<file path="config.mk">
export PLATFORM = sky130hd
export DESIGN_NAME = clock_digit_counter
export DESIGN_NICKNAME = d
export VERILOG_FILES = /design/src/rtl/clock_digit_counter.sv
export SDC_FILE = /design/constraint.sdc
export NUM_CORES = 1
export LEC_CHECK = 0
export BUFFER_PORTS_ARGS = -buffer_cell sky130_fd_sc_hd__buf_2
export CAP_MARGIN = 20
export CORE_ASPECT_RATIO = 0.8
export CORE_MARGIN = 3
export CORE_UTILIZATION = 60
export DETAILED_ROUTE_END_ITERATION = 8
export GPL_TIMING_DRIVEN = 0
export PLACE_DENSITY_LB_ADDON = 0.3
export SETUP_SLACK_MARGIN = 0.5
export SYNTH_ARGS = -nofsm -noshare
export SYNTH_HDL_FRONTEND = slang
export SYNTH_SLANG_ARGS = --single-unit
export TNS_END_PERCENT = 100
</file>
<file path="constraint.sdc">
create_clock -name i_Clk -period 5.3 [get_ports i_Clk]
set_clock_uncertainty 0.2 [all_clocks]
set_input_delay 0.265 -clock i_Clk [delete_from_list [all_inputs] [get_ports i_Clk]]
set_output_delay 0.265 -clock i_Clk [all_outputs]
set_load 0.05 [all_outputs]
</file>
<file path="src/rtl/clock_digit_counter.sv">
// Six-digit BCD time-of-day counter with one-second prescaler and per-digit set strobes.
// Defining CLOCK_12H_EN selects a 12-hour clock (12,01..11) with a PM flag; default is 24-hour.
module clock_digit_counter #(
  parameter int CLKS_PER_SECOND = 100000000
) (
  input  logic        i_Clk,
  input  logic        i_Reset,
  input  logic        i_Run_Enable,
  input  logic [5:0]  i_Digit_Inc,
  input  logic [5:0]  i_Digit_Dec,
  output logic [23:0] o_Time_BCD,
  output logic        o_Day_Tick,
  output logic        o_PM
);

  localparam int PRESC_W = (CLKS_PER_SECOND > 1) ? $clog2(CLKS_PER_SECOND) : 1;
  localparam logic [PRESC_W-1:0] PRESC_MAX = PRESC_W'(CLKS_PER_SECOND - 1);

`ifdef CLOCK_12H_EN
  localparam logic [3:0] HR_TENS_RESET = 4'd1;
  localparam logic [3:0] HR_ONES_RESET = 4'd2;
`else
  localparam logic [3:0] HR_TENS_RESET = 4'd0;
  localparam logic [3:0] HR_ONES_RESET = 4'd0;
`endif

  typedef enum logic [2:0] {
    SEL_SEC_ONES = 3'd0,
    SEL_SEC_TENS = 3'd1,
    SEL_MIN_ONES = 3'd2,
    SEL_MIN_TENS = 3'd3,
    SEL_HR_ONES  = 3'd4,
    SEL_HR_TENS  = 3'd5,
    SEL_NONE     = 3'd6
  } digit_sel_e;

  logic [PRESC_W-1:0] presc_q;
  logic               pend_q;
  logic [3:0]         sec_ones_q, sec_tens_q, min_ones_q, min_tens_q, hr_ones_q, hr_tens_q;
  logic [3:0]         sec_ones_d, sec_tens_d, min_ones_d, min_tens_d, hr_ones_d, hr_tens_d;
  logic               day_d, pm_d, pm_q;

  logic               sec_tick, strobe_any, apply_tick, pend_d, hour_carry;
  digit_sel_e         sel;
  logic               sel_up, sel_conflict;

  // Single-digit step with wrap inside [lo, hi]; never carries.
  function automatic logic [3:0] wrap_step(input logic [3:0] d, input logic [3:0] lo,
                                           input logic [3:0] hi, input logic up);
    if (up) return (d >= hi) ? lo : d + 4'd1;
    else    return (d <= lo) ? hi : d - 4'd1;
  endfunction

  assign sec_tick   = i_Run_Enable && (presc_q == PRESC_MAX);
  assign strobe_any = |(i_Digit_Inc | i_Digit_Dec);
  // A strobe wins the cycle; a tick seen alongside it waits one deep until a strobe-free cycle.
  assign apply_tick = i_Run_Enable && (sec_tick || pend_q) && !strobe_any;
  assign pend_d     = i_Run_Enable && (sec_tick || pend_q) && strobe_any;

  // Lowest asserted strobe index selects the digit.
  always_comb begin
    sel          = SEL_NONE;
    sel_up       = 1'b0;
    sel_conflict = 1'b0;
    for (int i = 5; i >= 0; i--) begin
      if (i_Digit_Inc[i] || i_Digit_Dec[i]) begin
        sel          = digit_sel_e'(3'(i));
        sel_up       = i_Digit_Inc[i];
        sel_conflict = i_Digit_Inc[i] && i_Digit_Dec[i];
      end
    end
  end

  // NOTE: every output of this block gets a default first so no latch can be inferred.
  always_comb begin
    sec_ones_d = sec_ones_q;
    sec_tens_d = sec_tens_q;
    min_ones_d = min_ones_q;
    min_tens_d = min_tens_q;
    hr_ones_d  = hr_ones_q;
    hr_tens_d  = hr_tens_q;
    day_d      = 1'b0;
    pm_d       = pm_q;
    hour_carry = 1'b0;

    if (apply_tick) begin
      if (sec_ones_q != 4'd9) sec_ones_d = sec_ones_q + 4'd1;
      else begin
        sec_ones_d = 4'd0;
        if (sec_tens_q != 4'd5) sec_tens_d = sec_tens_q + 4'd1;
        else begin
          sec_tens_d = 4'd0;
          if (min_ones_q != 4'd9) min_ones_d = min_ones_q + 4'd1;
          else begin
            min_ones_d = 4'd0;
            if (min_tens_q != 4'd5) min_tens_d = min_tens_q + 4'd1;
            else begin
              min_tens_d = 4'd0;
              hour_carry = 1'b1;
            end
          end
        end
      end

      if (hour_carry) begin
`ifdef CLOCK_12H_EN
        if (hr_tens_q == 4'd1 && hr_ones_q == 4'd1) begin
          hr_ones_d = 4'd2;
          pm_d      = !pm_q;
          day_d     = pm_q;
        end else if (hr_tens_q == 4'd1 && hr_ones_q == 4'd2) begin
          hr_tens_d = 4'd0;
          hr_ones_d = 4'd1;
        end else if (hr_ones_q == 4'd9) begin
          hr_tens_d = hr_tens_q + 4'd1;
          hr_ones_d = 4'd0;
        end else begin
          hr_ones_d = hr_ones_q + 4'd1;
        end
`else
        if (hr_tens_q == 4'd2 && hr_ones_q == 4'd3) begin
          hr_tens_d = 4'd0;
          hr_ones_d = 4'd0;
          day_d     = 1'b1;
        end else if (hr_ones_q == 4'd9) begin
          hr_tens_d = hr_tens_q + 4'd1;
          hr_ones_d = 4'd0;
        end else begin
          hr_ones_d = hr_ones_q + 4'd1;
        end
`endif
      end
    end else if (strobe_any && !sel_conflict) begin
      case (sel)
        SEL_SEC_ONES: sec_ones_d = wrap_step(sec_ones_q, 4'd0, 4'd9, sel_up);
        SEL_SEC_TENS: sec_tens_d = wrap_step(sec_tens_q, 4'd0, 4'd5, sel_up);
        SEL_MIN_ONES: min_ones_d = wrap_step(min_ones_q, 4'd0, 4'd9, sel_up);
        SEL_MIN_TENS: min_tens_d = wrap_step(min_tens_q, 4'd0, 4'd5, sel_up);
`ifdef CLOCK_12H_EN
        SEL_HR_ONES: begin
          if (hr_tens_q == 4'd0) hr_ones_d = wrap_step(hr_ones_q, 4'd1, 4'd9, sel_up);
          else                   hr_ones_d = wrap_step(hr_ones_q, 4'd0, 4'd2, sel_up);
        end
        SEL_HR_TENS: begin
          hr_tens_d = wrap_step(hr_tens_q, 4'd0, 4'd1, sel_up);
          if (hr_tens_d == 4'd1 && hr_ones_q > 4'd2) hr_ones_d = 4'd2;
          if (hr_tens_d == 4'd0 && hr_ones_q == 4'd0) hr_ones_d = 4'd1;
        end
`else
        SEL_HR_ONES: begin
          hr_ones_d = wrap_step(hr_ones_q, 4'd0, (hr_tens_q == 4'd2) ? 4'd3 : 4'd9, sel_up);
        end
        SEL_HR_TENS: begin
          hr_tens_d = wrap_step(hr_tens_q, 4'd0, 4'd2, sel_up);
          if (hr_tens_d == 4'd2 && hr_ones_q > 4'd3) hr_ones_d = 4'd3;
        end
`endif
        default: ;
      endcase
    end
  end

  // NOTE: state registers use non-blocking assignments so every flop samples pre-edge values.
  always_ff @(posedge i_Clk) begin
    if (i_Reset) begin
      presc_q    <= '0;
      pend_q     <= 1'b0;
      sec_ones_q <= 4'd0;
      sec_tens_q <= 4'd0;
      min_ones_q <= 4'd0;
      min_tens_q <= 4'd0;
      hr_ones_q  <= HR_ONES_RESET;
      hr_tens_q  <= HR_TENS_RESET;
      pm_q       <= 1'b0;
      o_Day_Tick <= 1'b0;
    end else begin
      if (!i_Run_Enable || presc_q == PRESC_MAX) presc_q <= '0;
      else                                        presc_q <= presc_q + 1'b1;
      pend_q     <= pend_d;
      sec_ones_q <= sec_ones_d;
      sec_tens_q <= sec_tens_d;
      min_ones_q <= min_ones_d;
      min_tens_q <= min_tens_d;
      hr_ones_q  <= hr_ones_d;
      hr_tens_q  <= hr_tens_d;
      pm_q       <= pm_d;
      o_Day_Tick <= day_d;
    end
  end

  assign o_Time_BCD = {hr_tens_q, hr_ones_q, min_tens_q, min_ones_q, sec_tens_q, sec_ones_q};
  assign o_PM       = pm_q;

endmodule

</file>
-- Word level (Yosys, flattened, before mapping)
Cells that the tools add are included.
- add/sub/neg operators: 13
- bitwise gates (word level): 3
- multiplexer cells: 81
- order comparisons: 13
- equal/unequal tests: 20
- reductions and logical operators: 41
- operators by type and width (operator ; number):
    4-bit two-way mux ; 56
    27-bit by 1-bit adder with 27-bit output, second input constant ; 1
    27-bit equality test, second input constant ; 1
    4-bit by 1-bit adder with 4-bit output, second input constant ; 6
    4-bit by 1-bit <= comparator with 1-bit output, second input constant ; 6
    4-bit by 1-bit subtractor with 4-bit output, second input constant ; 6
    1-bit two-way mux ; 18
    3-bit two-way mux ; 5
    1-bit logical AND ; 13
    4-bit by 2-bit equality test with 1-bit output, second input constant ; 3
    4-bit AND reduction ; 3
    2-bit nonzero test ; 6
    4-bit by 3-bit >= comparator with 1-bit output, second input constant ; 2
    4-bit >= comparator, second input constant ; 2
    1-bit logical OR ; 8
    4-bit by 3-bit != test with 1-bit output, second input constant ; 2
    4-bit != test, second input constant ; 2
    4-bit case mux with 2 select lines ; 1
    3-bit by 2-bit equality test with 1-bit output, second input constant ; 2
    3-bit equality test, second input constant ; 2
    2-bit != test, second input constant ; 3
    6-bit bitwise OR ; 1
    6-bit OR reduction ; 1
    5-bit AND reduction ; 1
    17 further kinds ; 20
- output and inout bits: 26
- flip-flop bits (word level): 53

-- Logic depth before layout (Yosys ltp)
- depth in word-level cells: 17
- depth in mapped cells: 10

-- Worst setup path before layout
Ideal clock, no wire load.
- path type: flip-flop to flip-flop
- from: register hr_tens_q[1]
- to: register hr_ones_q[2]
- setup time: 0.088 ns
- arrival time: 2.809 ns
- period minus slack after synthesis: 3.097 ns
- stages on the path, launching flop included: 10
- path slack: 2.203 ns
- buffers on the path: 0
- cells stage by stage: dfxtp_1 -> ha_1 -> or3b_2 -> ha_1 -> a211o_1 -> a21oi_1 -> nand3_1 -> a21oi_1 -> nor4bb_1 -> nor4_2
- word-level cells in the longest chain between the ends: 10
- elaborated cells on any way between the ends: 25
- those cells by class: add/sub: 2; order compare: 3; eq/ne: 3; mux: 14; reduce/logical: 3
- ends and longest elaborated chain (item ; line ; text):
    start, declared ; 39 ; logic [3:0] sec_ones_q, sec_tens_q, min_ones_q, min_tens_q, hr_ones_q, hr_tens_q;
    start signal, assigned ; 185 ; hr_tens_q <= hr_tens_d;
    4-bit by 1-bit subtractor with 4-bit output (tied with other cells) ; 51 ; else return (d <= lo) ? hi : d - 4'd1;
    4-bit two-way mux (on tied branches) ; 51, 50 ;
    4-bit two-way mux ; 50 ; if (up) return (d >= hi) ? lo : d + 4'd1;
    4-bit two-way mux ; 134 ; case (sel)
    4-bit two-way mux ; 133 ; end else if (strobe_any && !sel_conflict) begin
    4-bit two-way mux ; 86 ; if (apply_tick) begin
    4-bit by 2-bit equality test with 1-bit output ; 155 ; if (hr_tens_d == 4'd2 && hr_ones_q > 4'd3) hr_ones_d = 4'd3;
    1-bit logical AND ; 155 ;
    3-bit != test (no line) ; n/a ;
    4-bit AND reduction (no line) ; n/a ;
    end signal, assigned ; 184 ; hr_ones_q <= hr_ones_d;
    end, declared ; 39 ;
Several ways; a longest one is shown, not always the timed one. The select of a mux whose other input is x is not followed.
A chain may end at the register's enable or synchronous reset.

-- Worst setup path in the final report
- from: register presc_q[0]
- to: register sec_tens_q[3]
- word-level cells in the longest chain between the ends: 7
- elaborated cells on any way between the ends: 10
- those cells by class: eq/ne: 2; mux: 1; reduce/logical: 7
- ends and longest elaborated chain (item ; line ; text):
    start, declared ; 37 ; logic [PRESC_W-1:0] presc_q;
    start signal, assigned ; 178 ; else presc_q <= presc_q + 1'b1;
    27-bit equality test (*) ; 54 ; assign sec_tick = i_Run_Enable && (presc_q == PRESC_MAX);
    1-bit logical AND (*) ; 54 ;
    1-bit logical OR (*) ; 57 ; assign apply_tick = i_Run_Enable && (sec_tick || pend_q) && !strobe_any;
    1-bit logical AND (*) (2 in series) ; 57 ;
    2-bit != test (no line) / 2-bit nonzero test (equally long branches) ; n/a ;
    3-bit AND reduction (no line) ; n/a ;
    end signal, assigned ; 181 ; sec_tens_q <= sec_tens_d;
    end, declared ; 39 ;
Every way passes the cells marked *; elsewhere a longest branch is shown, timed or not.

==> key figures <==
STA
  – Endpoints failing setup: 0
  – Slew Limit Fails: 0
  – Crit path time final: 3.40 ns
  – Unrepaired setup endpoints after global routing: false
  – Final period util: 64.2%
  – Post-route setup TNS: 0 ns
  – Max Fclk: 0.294 GHz
  – Slew headroom: 30.0%
  – Final hold violations: 0
  – Slew @ Worst Pin: 1.03 ns

Critical path
  – Cell family with the largest share of critical-path delay: compound AO/OA/AOI/OAI gates
  – Arrival @ worst endpoint: 3.44 ns
  – Worst setup EP type: flip-flop
  – Critical path's slowest cell: o31ai_2
  – Reg-to-Reg End: sec_tens_q[3]$_SDFFE_PP0P_
  – Crit Path Category: flip-flop to flip-flop
  – Critical path peak fanout: 10
  – R2R depth: 9
  – Element type at the critical path start: flip-flop
  – Register-to-Register Setup Slack: 1.90 ns
  – Buf+Inv Stages, Crit Path: 1
  – CP Cell Sequence: ha_1 -> and4_1 -> nand3_1 -> o31ai_2 -> nand2_1 -> clkbuf_1 -> o32ai_1 -> o21ai_0 -> a21oi_1
  – CP max stage delay: 0.72 ns
  – Worst EP required: 5.34 ns
  – Reg2reg start: presc_q[0]$_SDFF_PP0_

Final layout
  – Synth-to-layout area growth: 9.06%
  – Nets: 609
  – Core Util, Final: 70.7%
  – Diodes inserted: 0
  – Most common cell after layout, fill and taps aside: nor2_1
  – # fillers: 501
  – Fraction of layout cells with a size suffix above 1: 10.7%
  – Most frequent cells in the layout: 70 x nor2_1, 53 x dfxtp_1, 37 x buf_2

Clock network
  – Clock Path Buffers: 2
  – Register clock-pin slew on the reported worst setup and hold paths: 0.10 ns
  – Number of setup buffers added after CTS: 0
  – H-tree Lvls: 2
  – Clock Sinks: 53
  – CTS tree: built
  – Cts bufs inserted: 5
  – Count of cells resized by post-cts repair: 0
  – Root buf cell: clkbuf_8
  – # hold bufs at CTS: 0
  – Clock Latency Late Sink: 0.32 ns

Power and ir drop
  – Worst ir drop on vdd: 126 uV
  – Power per Cell Area: 190 nW/um^2
  – Pleak: 1.72 nW
  – Total Power: 0.826 mW

Hold path
  – Worst hold path type: input pin to flip-flop
  – Cells on Worst Hold Path: 2
  – Hold_sp: i_Run_Enable
  – Worst Hold Path EP: pend_q$_SDFF_PP0_

Yosys
  – Cell Area, Synth: 3990 um^2
  – Seq cells post-synth: 53
  – Sequential area share after synthesis: 26.6%
  – Top FF cell, synth: dfxtp_1
  – Syn. warnings: 0
  – Library cells used by synthesis: 72
  – Average cell area after synthesis: 7.53 um^2
  – Async SR Flop Fraction: 0%
  – Number of synthesized flops with an enable pin: 0
  – Syn nets: 568
  – Mapped Cells: 530

Global routing
  – First-pass GRT wire length: 18.4 mm
  – Initial antenna violation count: 0
  – Via count of the first global-routing pass: 3920
  – GRT Total Usage: 28.4%
  – GR Overflow Total: 0
  – Largest net degree at the start of global routing: 18

Floorplanning
  – Die footprint: 7670 um^2
  – Die Ht: 79.0 um
  – FP Rows: 25
  – Die Wd: 97.2 um
  – Initial core utilization: 64.8%
  – Core area: 6160 um^2
  – Total I/O pin count: 41

Drt
  – Routed vias: 4203
  – DRT iter0 DRCs: 445
  – Final wirelength: 11.0 mm
  – DR vias/cell: 6.44
  – DRC: 0
  – Antenna Nets Post-Route: 0
  – Routed WL per cell: 16.9 um
  – Detailed Routing Iterations Pass 1: 6

Placement
  – Final Wtd Congestion: 0.952
  – # port buffers: 34
  – Dpl hpwl: 8.03 mm

Job
  – Max_cap viols: 0

Run status
  – Outcome: finished, final reports clean
-- cells in the mapped netlist (4+ instances only) --
library cell  number  area [um^2]
a211oi_1          11         82.6
a21o_1             8         60.1
a21oi_1           35          175
a311oi_1           6         52.6
a31oi_1            7         43.8
and2_1             4         25.0
and3_1            14         87.6
clkbuf_1          16         60.1
dfxtp_1           53         1060
ha_1              23          288
inv_1             24         90.1
mux2i_1            5         50.1
nand2_1           34          128
nand2b_1           6         37.5
nand3_1           25          125
nand4_1            9         56.3
nor2_1            70          263
nor2b_1            8         50.1
nor3_1            16         80.1
nor4_1             8         50.1
o211ai_1           9         67.6
o21a_1             4         30.0
o21ai_0           26          130
or3_1              8         50.1
xnor2_1           11         96.3
xor2_1            19          166
-- logic make-up after synthesis --
| group | count (synthesis) | share of synthesized area [%] |
|---|---|---|
| other | 1 | 0.0939 |
| muxes | 5 | 1.25 |
| adders and majority gates | 23 | 7.21 |
| buffers and inverters | 49 | 4.98 |
| AOI/OAI and AO/OA | 142 | 23.9 |
| xor gates and xnor gates | 30 | 6.58 |
| DFF | 53 | 26.6 |
| and+or+nand+nor | 227 | 29.4 |
-- worst max-delay path by stage --
stage | startpoint | end | slack, ns | depth (start not counted)
detailed placement | presc_q[0]$_SDFF_PP0_ | sec_tens_q[0]$_SDFFE_PP0P_ | 2.03 | 9
global placement | presc_q[0]$_SDFF_PP0_ | sec_tens_q[2]$_SDFFE_PP0P_ | 2.04 | 9
global route | presc_q[0]$_SDFF_PP0_ | sec_tens_q[3]$_SDFFE_PP0P_ | 1.71 | 9
floorplan | hr_tens_q[1]$_SDFFE_PP0P_ | hr_ones_q[2]$_SDFFE_PP0P_ | 2.20 | 9
finish | presc_q[0]$_SDFF_PP0_ | sec_tens_q[3]$_SDFFE_PP0P_ | 1.90 | 9
CTS | presc_q[0]$_SDFF_PP0_ | sec_tens_q[3]$_SDFFE_PP0P_ | 1.97 | 9
-- registers in the layout (all words and copies together), names as in the netlist --
signal	count
pend_q	1
sec_tens_q	4
hr_tens_q	4
min_ones_q	4
hr_ones_q	4
sec_ones_q	4
presc_q	27
min_tens_q	4
o_Day_Tick	1
-- through the flow --
| step | cell area (um^2) | setup slack [ns] | hold WS, ns | instances |
|---|---|---|---|---|
| floorplan | 3990 | 2.20 | 0.230 | 530 |
| global placement | 4260 | 2.04 | 0.243 | 645 |
| detailed placement | 4260 | 2.03 | 0.252 | 645 |
| CTS | 4350 | 1.97 | 0.0625 | 653 |
| global route | 4350 | 1.71 | 0.0621 | 653 |
| finish | 4350 | 1.90 | 0.0619 | 653 |
-- per-layer routing --
| metal | global-route usage (%) | vias up | share of wire (%) |
|---|---|---|---|
| li1 | - | 2004 | - |
| met1 | 39.5 | 1929 | 43 |
| met2 | 45.7 | 245 | 45 |
| met3 | 4.74 | 25 | 10 |
| met4 | 7.71 | 0 | 1.5 |
| met5 | 0 | - | 0 |
-- power breakdown --
part           internal, mW  switching [mW]
clock network        0.0943           0.150
logic                0.0539           0.112
registers             0.405          0.0105
total                 0.553           0.273
-- cell type report --
class	count	area (um^2)	area share, %
clock inverters	3	21.3	0.489
well taps	81	101	2.33
inverters	26	97.6	2.24
repair buffers	34	170	3.91
flip-flops and latches	53	1060	24.4
multi-input cells	428	2730	62.8
clock buffers	5	68.8	1.58
plain buffers	23	101	2.33
Power figures use the tool's default switching activity.
